--- src/rtl/wisc_pkg.sv ---
// rtl/wisc_pkg.sv - opcodes, ALU encodings and decoded control bundle shared by the WISC core.
package wisc_pkg;

  localparam logic [3:0] OP_ADD  = 4'h0;
  localparam logic [3:0] OP_ADDZ = 4'h1;
  localparam logic [3:0] OP_SUB  = 4'h2;
  localparam logic [3:0] OP_AND  = 4'h3;
  localparam logic [3:0] OP_NOR  = 4'h4;
  localparam logic [3:0] OP_SLL  = 4'h5;
  localparam logic [3:0] OP_SRL  = 4'h6;
  localparam logic [3:0] OP_SRA  = 4'h7;
  localparam logic [3:0] OP_LW   = 4'h8;
  localparam logic [3:0] OP_SW   = 4'h9;
  localparam logic [3:0] OP_LHB  = 4'hA;
  localparam logic [3:0] OP_LLB  = 4'hB;
  localparam logic [3:0] OP_B    = 4'hC;
  localparam logic [3:0] OP_HLT  = 4'hF;

  localparam logic [2:0] ALU_ADD = 3'd0;
  localparam logic [2:0] ALU_SUB = 3'd1;
  localparam logic [2:0] ALU_AND = 3'd2;
  localparam logic [2:0] ALU_NOR = 3'd3;
  localparam logic [2:0] ALU_SLL = 3'd4;
  localparam logic [2:0] ALU_SRL = 3'd5;
  localparam logic [2:0] ALU_SRA = 3'd6;
  localparam logic [2:0] ALU_LHB = 3'd7;

  // imm8 is the raw signed immediate; the stage widens it to the datapath width.
  typedef struct packed {
    logic [3:0] p0_addr;
    logic [3:0] p1_addr;
    logic [3:0] dst_addr;
    logic       re0;
    logic       re1;
    logic       we;
    logic       we_zr;
    logic       mem_rd;
    logic       mem_wr;
    logic [2:0] alu_op;
    logic       src1sel;
    logic [3:0] shamt;
    logic [7:0] imm8;
    logic       branch;
    logic [2:0] br_cond;
    logic       hlt;
  } ctrl_t;

endpackage

--- src/rtl/id_decode.sv ---
// rtl/id_decode.sv - combinational 16-bit instruction to control bundle decoder.
module id_decode
  import wisc_pkg::*;
(
  input  logic [15:0] instr,
  output ctrl_t       ctrl
);

  logic [3:0] op;
  logic [3:0] rd;
  logic [3:0] rs;
  logic [3:0] rt;

  assign op = instr[15:12];
  assign rd = instr[11:8];
  assign rs = instr[7:4];
  assign rt = instr[3:0];

  always_comb begin
    ctrl          = '0;
    ctrl.p0_addr  = rs;
    ctrl.p1_addr  = rt;
    ctrl.dst_addr = rd;
    ctrl.src1sel  = 1'b1;
    ctrl.alu_op   = ALU_ADD;
    ctrl.br_cond  = instr[11:9];
    case (op)
      OP_ADD, OP_ADDZ, OP_SUB, OP_AND, OP_NOR: begin
        ctrl.re0   = 1'b1;
        ctrl.re1   = 1'b1;
        ctrl.we    = 1'b1;
        ctrl.we_zr = (op == OP_ADDZ);
        case (op)
          OP_SUB:  ctrl.alu_op = ALU_SUB;
          OP_AND:  ctrl.alu_op = ALU_AND;
          OP_NOR:  ctrl.alu_op = ALU_NOR;
          default: ctrl.alu_op = ALU_ADD;
        endcase
      end
      OP_SLL, OP_SRL, OP_SRA: begin
        ctrl.re0     = 1'b1;
        ctrl.we      = 1'b1;
        ctrl.src1sel = 1'b0;
        ctrl.shamt   = rt;
        case (op)
          OP_SLL:  ctrl.alu_op = ALU_SLL;
          OP_SRL:  ctrl.alu_op = ALU_SRL;
          default: ctrl.alu_op = ALU_SRA;
        endcase
      end
      OP_LW: begin
        ctrl.re0     = 1'b1;
        ctrl.we      = 1'b1;
        ctrl.mem_rd  = 1'b1;
        ctrl.src1sel = 1'b0;
        ctrl.imm8    = {{4{rt[3]}}, rt};
      end
      OP_SW: begin
        // Store data comes from rd, so it rides the second read port.
        ctrl.re0     = 1'b1;
        ctrl.re1     = 1'b1;
        ctrl.mem_wr  = 1'b1;
        ctrl.p1_addr = rd;
        ctrl.src1sel = 1'b0;
        ctrl.imm8    = {{4{rt[3]}}, rt};
      end
      OP_LHB: begin
        ctrl.re0     = 1'b1;
        ctrl.we      = 1'b1;
        ctrl.p0_addr = rd;
        ctrl.src1sel = 1'b0;
        ctrl.imm8    = instr[7:0];
        ctrl.alu_op  = ALU_LHB;
      end
      OP_LLB: begin
        ctrl.re0     = 1'b1;
        ctrl.we      = 1'b1;
        ctrl.p0_addr = 4'd0;
        ctrl.src1sel = 1'b0;
        ctrl.imm8    = instr[7:0];
      end
      OP_B:    ctrl.branch = 1'b1;
      OP_HLT:  ctrl.hlt    = 1'b1;
      default: ctrl.we     = 1'b0;
    endcase
  end

endmodule

--- src/rtl/id_stage.sv ---
// rtl/id_stage.sv - registered decode stage with load-use stalling, flush and sticky halt.
module id_stage
  import wisc_pkg::*;
#(
  parameter int DW       = 16,
  parameter int PCW      = 16,
  parameter int LOAD_LAT = 1
) (
  input  logic           clk,
  input  logic           rst_n,
  input  logic           in_valid,
  output logic           in_ready,
  input  logic [15:0]    in_instr,
  input  logic [PCW-1:0] in_pc,
  input  logic           flush,
  output logic           out_valid,
  input  logic           out_ready,
  output logic [PCW-1:0] out_pc,
  output logic [3:0]     p0_addr,
  output logic [3:0]     p1_addr,
  output logic [3:0]     dst_addr,
  output logic           re0,
  output logic           re1,
  output logic           we,
  output logic           we_zr,
  output logic           mem_rd,
  output logic           mem_wr,
  output logic [2:0]     alu_op,
  output logic           src1sel,
  output logic [3:0]     shamt,
  output logic [DW-1:0]  imm,
  output logic           branch,
  output logic [2:0]     br_cond,
  output logic           hlt,
  output logic           stall,
  output logic           halted
);

  localparam logic [1:0] LAT = 2'(LOAD_LAT);

  ctrl_t          dec;
  ctrl_t          ctrl_q;
  logic [PCW-1:0] pc_q;
  logic           valid_q;
  logic           stall_q;
  logic           halted_q;
  logic [3:0]     ld_dst;
  logic [1:0]     ld_cnt;
  logic           hazard;
  logic           adv;
  logic           accept;

  id_decode u_decode (
    .instr(in_instr),
    .ctrl (dec)
  );

  assign hazard = in_valid && (ld_cnt != 2'd0) &&
                  ((dec.re0 && (dec.p0_addr == ld_dst)) ||
                   (dec.re1 && (dec.p1_addr == ld_dst)));
  assign adv    = !valid_q || out_ready;
  // Held low while in reset so fetch never sees a ready it cannot use.
  assign in_ready = rst_n && adv && !hazard && !halted_q && !flush;
  assign accept   = in_valid && in_ready;

  always_ff @(posedge clk or negedge rst_n) begin
    if (!rst_n) begin
      ctrl_q   <= '0;
      pc_q     <= '0;
      valid_q  <= 1'b0;
      stall_q  <= 1'b0;
      halted_q <= 1'b0;
      ld_dst   <= 4'd0;
      ld_cnt   <= 2'd0;
    end else if (flush) begin
      ctrl_q  <= '0;
      pc_q    <= '0;
      valid_q <= 1'b0;
      stall_q <= 1'b0;
      ld_cnt  <= 2'd0;
    end else begin
      if (accept) begin
        ctrl_q  <= dec;
        pc_q    <= in_pc;
        valid_q <= 1'b1;
        stall_q <= 1'b0;
        if (dec.hlt) halted_q <= 1'b1;
      end else if (adv) begin
        // Bundle consumed with nothing new: drop valid, mark a bubble if stalling.
        valid_q <= 1'b0;
        stall_q <= hazard;
        if (hazard) begin
          ctrl_q <= '0;
          pc_q   <= '0;
        end
      end
      if (accept && dec.mem_rd) begin
        ld_dst <= dec.dst_addr;
        ld_cnt <= LAT;
      end else if (out_ready && (ld_cnt != 2'd0)) begin
        ld_cnt <= ld_cnt - 2'd1;
      end
    end
  end

  assign out_valid = valid_q;
  assign out_pc    = pc_q;
  assign p0_addr   = ctrl_q.p0_addr;
  assign p1_addr   = ctrl_q.p1_addr;
  assign dst_addr  = ctrl_q.dst_addr;
  assign re0       = ctrl_q.re0;
  assign re1       = ctrl_q.re1;
  assign we        = ctrl_q.we;
  assign we_zr     = ctrl_q.we_zr;
  assign mem_rd    = ctrl_q.mem_rd;
  assign mem_wr    = ctrl_q.mem_wr;
  assign alu_op    = ctrl_q.alu_op;
  assign src1sel   = ctrl_q.src1sel;
  assign shamt     = ctrl_q.shamt;
  assign imm       = {{(DW-8){ctrl_q.imm8[7]}}, ctrl_q.imm8};
  assign branch    = ctrl_q.branch;
  assign br_cond   = ctrl_q.br_cond;
  assign hlt       = ctrl_q.hlt;
  assign stall     = stall_q;
  assign halted    = halted_q;

endmodule

--- config.mk ---
export PLATFORM = sky130hd
export DESIGN_NAME = id_stage
export DESIGN_NICKNAME = d
export VERILOG_FILES = /design/src/rtl/wisc_pkg.sv /design/src/rtl/id_decode.sv /design/src/rtl/id_stage.sv
export SDC_FILE = /design/constraint.sdc
export NUM_CORES = 1
export LEC_CHECK = 0
export CORE_AREA = 2 2 87 89
export CTS_CLUSTER_SIZE = 14
export DETAILED_ROUTE_END_ITERATION = 12
export DIE_AREA = 0 0 89 91
export GPL_TIMING_DRIVEN = 0
export PLACE_DENSITY = 0.87
export SYNTH_ARGS = -nofsm -noshare
export SYNTH_HDL_FRONTEND = slang
export SYNTH_SLANG_ARGS = --single-unit
--- constraint.sdc ---
create_clock -name clk -period 3.15 [get_ports clk]
set_clock_uncertainty 0.1 [all_clocks]
set_input_delay 0.4725 -clock clk [delete_from_list [all_inputs] [get_ports clk]]
set_output_delay 0.4725 -clock clk [all_outputs]
set_load 0.02 [all_outputs]
==> metrics <==
status=finished clean; Vias=3006; clk root buf=clkbuf_8; drt first pass iters=4; total CTS buffers=9; hold-fix buffers at CTS=0; cell accounting for the most synthesized area=dfrtp_1; GP Congestion=0.875; Max transition margin=51.5%; Post-synth EDFFs=0; mapped cell area=3280 um2; layout cells sized above 1=13.1%; ratio of final minimum period to clock period=95.1%; Comb pwr share=21.9%; Final setup viols=0; final-stage net count=505; Flop pwr share=45.2%; # diodes=0; fin crit period=3.00 ns; XOR/XNOR Fraction of Synth Area=1.60%; Reg2Reg Setup Slack=0.43 ns; Net Sw Frac=30.6%; most used cell, CP=buf_4; Simple-Gate Fraction of Synth Area=11.2%; First DRT Iteration DRCs=174; cells after synthesis=354; RSZ-0062 raised after global routing=no; Crit path depth=9; IO buf count=100; clock sinks=61; Die Wd=89 um; Global Route Usage Sum=23.5%; Setup crit start=in_instr[13]; pre-CTS setup slack=-0.591 ns; async set-reset flop share out of synthesis=100%; synth unique cells=45; Crit path required time=2.58 ns; Die Ht=91 um; synthesized net count=392; Site Rows=31; adder-cell share of the synthesized area=0.382%; synth warn=0; final hold violation count=0; area delta synth->final=41.3%; Post-Syn Area per Cell=9.26 um2; CTS tree=built; worst hold path type=input port to asynchronous set/reset pin; FF-to-FF path depth=10; Commonest cells post-synth=inv_1, dfrtp_1, o32ai_1; delay of the slowest cell on the worst path=0.50 ns; CP endpoint=in_ready; Synth top area share=46.6%; worst slew pin tran=0.719 ns; NetSw=0.585 mW; Vias/cell=5.26; Worst Setup End Kind=output port; delay-heaviest family, CP=simple AND/OR/NAND/NOR gates; Worst Path Arrival=2.42 ns; Placeable Area=7140 um2; Slowest cell on crit path=or4_1; top_reg_cell synth=dfrtp_1; CP bufs+invs=4; pwr/cell area=413 nW/um2; clock slew at reported path FFs=0.07 ns; Final WS setup=0.154 ns; Internal=1.33 mW; critical setup path kind=input port to output port; gr ovfl total=0; Worst setup SP type=input port; RR Endpoint=p1_addr[0]; vias in the first global route=3062; Residual DRC=0; I/O Pins=104; Longest Clk Path Bufs=2; Slew Limit Fails=0; Clock power frac=33.0%; top area cells in the synthesized netlist=dfrtp_1, o32ai_1, inv_1; Peak VDD IR=0.270 mV; most numerous cell in the Yosys netlist=inv_1; crit-path cells=clkdlybuf4s15_2 -> and3b_1 -> buf_4 -> a311oi_2 -> o41ai_2 -> or4_1 -> buf_4 -> and3_1 -> buf_2; post-synthesis mux area share=2.94%; initial core utilization=45.9%; synthesized flop and latch total=61; final antenna-violating net count=0; worst reg2reg startpoint=ld_cnt[0]; antenna violations before repair=0; WL final=9120 um; post-DP HPWL=6950 um; register area share after synthesis=46.6%; H-Tree Level Count=3; Max Cap Viol=0; global-route wire length before repair=14700 um; average wire per standard cell=16.0 um; f_max=0.334 GHz; WHS=0.0215 ns; critical path fanouts, max=8; clock latency at the later pin of the worst-skew pair=0.34 ns; largest net degree at the start of global routing=40; Die ar.=8100 um2; largest family of logic cells by synthesized area=compound AO/OA/AOI/OAI gates; LEAKAGE=2.03 nW; Compound-Gate Fraction of Synth Area=22.3%
[area by class of cell]
cell class,count,area (um2)
Sequential cell,61,1530
Timing Repair Buffer,102,1020
Clock buffer,10,138
Clock inverter,6,38.8
Inverter,71,267
Tap cell,99,124
Buffer,36,226
Multi-Input combinational cell,186,1290
Fill cell,645,2500
[layout by cell type (no fill, tap or decap), types with 3 or more instances in the layout]
cell and count:
clkbuf_8 10, nand2b_1 4, dfrtp_1 61, o21ai_0 7, mux2i_1 3, a21oi_1 17, a221oi_1 3, buf_4 15
a31oi_1 3, clkdlybuf4s50_1 92, o22ai_1 7, buf_6 4, nor2b_1 8, mux2_2 5, nor3_1 4, clkbuf_1 10
dlygate4sd2_1 3, inv_1 71, buf_2 9, clkinv_2 3, nand2_1 27, o32ai_1 45, xnor2_1 4, nor2_1 17
[power by group through the flow]
stage | registers [mW] | clock network, mW | logic, mW
3_5_place_dp | 0.878 | 0 | 0.414
5_1_grt | 0.869 | 0.678 | 0.456
4_1_cts | 0.864 | 0.640 | 0.418
2_1_floorplan | 0.911 | 0 | 0.183
6_report | 0.864 | 0.630 | 0.418
3_3_place_gp | 0.877 | 0 | 0.402
[repair_timing]
item                                    in CTS  in global routing
resized for setup                           13                  7
pin swaps                                    1                  0
buffers inserted                             1                  0
endpoints found under the setup margin       1                  1
[logic make-up (layout without fill, tap and decap cells)]
group	count (synthesis)	in the layout
flip-flops	61	61
AO/OA/AOI/OAI	96	96
adder cells (fa/ha/maj)	1	1
AND/OR/NAND/NOR	74	74
buffers and inverters	107	225
XOR/XNOR	6	6
multiplexers	9	9
[layer usage]
metal	part of all wire (%)	vias up	wire length, um	GRT usage (%)
met5	0	-	0	0
met2	49	113	4450	37.1
met3	6.8	19	622	6.64
li1	-	1435	-	-
met4	2.4	0	217	9.08
met1	42	1439	3830	30.5
[worst min-delay path by stage]
stage / start / end / slack, ns / cells after the start
3_5_place_dp: rst_n / halted / 0.40 / 1
5_1_grt: rst_n / p1_addr[3] / 0.05 / 1
4_1_cts: rst_n / p1_addr[3] / 0.02 / 1
3_3_place_gp: halted / halted / 0.42 / 1
6_report: rst_n / out_pc[15] / 0.02 / 1
2_1_floorplan: rst_n / alu_op[0] / 0.08 / 0
[worst register-to-register path: cells and delay by family (launching register included)]
family                     cells  cell delay [ns]
buffers and inverters          3             0.45
DFF                            1             0.36
and+or+nand+nor                2             0.65
AOI/OAI and AO/OA              4             0.82
adders and majority gates      1             0.20
[state kept, by name (all words and copies together), names as in the netlist, 2 cells and up]
signal / flops
ld_dst: 4
imm: 8
shamt: 4
out_pc: 16
p1_addr: 4
ld_cnt: 2
alu_op: 3
dst_addr: 4
p0_addr: 4
[stage by stage]
step	area (um2)	total power [mW]	setup TNS, ns	cells	utilization, %
after floorplan	3280	1.09	0	354	-
after global placement	4400	1.28	-118.11	553	61.7
after detailed placement	4420	1.29	-10.99	554	61.9
after CTS	4620	1.92	0	571	64.7
after global routing	4630	2.00	0	571	64.9
final	4630	1.91	0	571	64.9
Power figures use the tool's default switching activity.
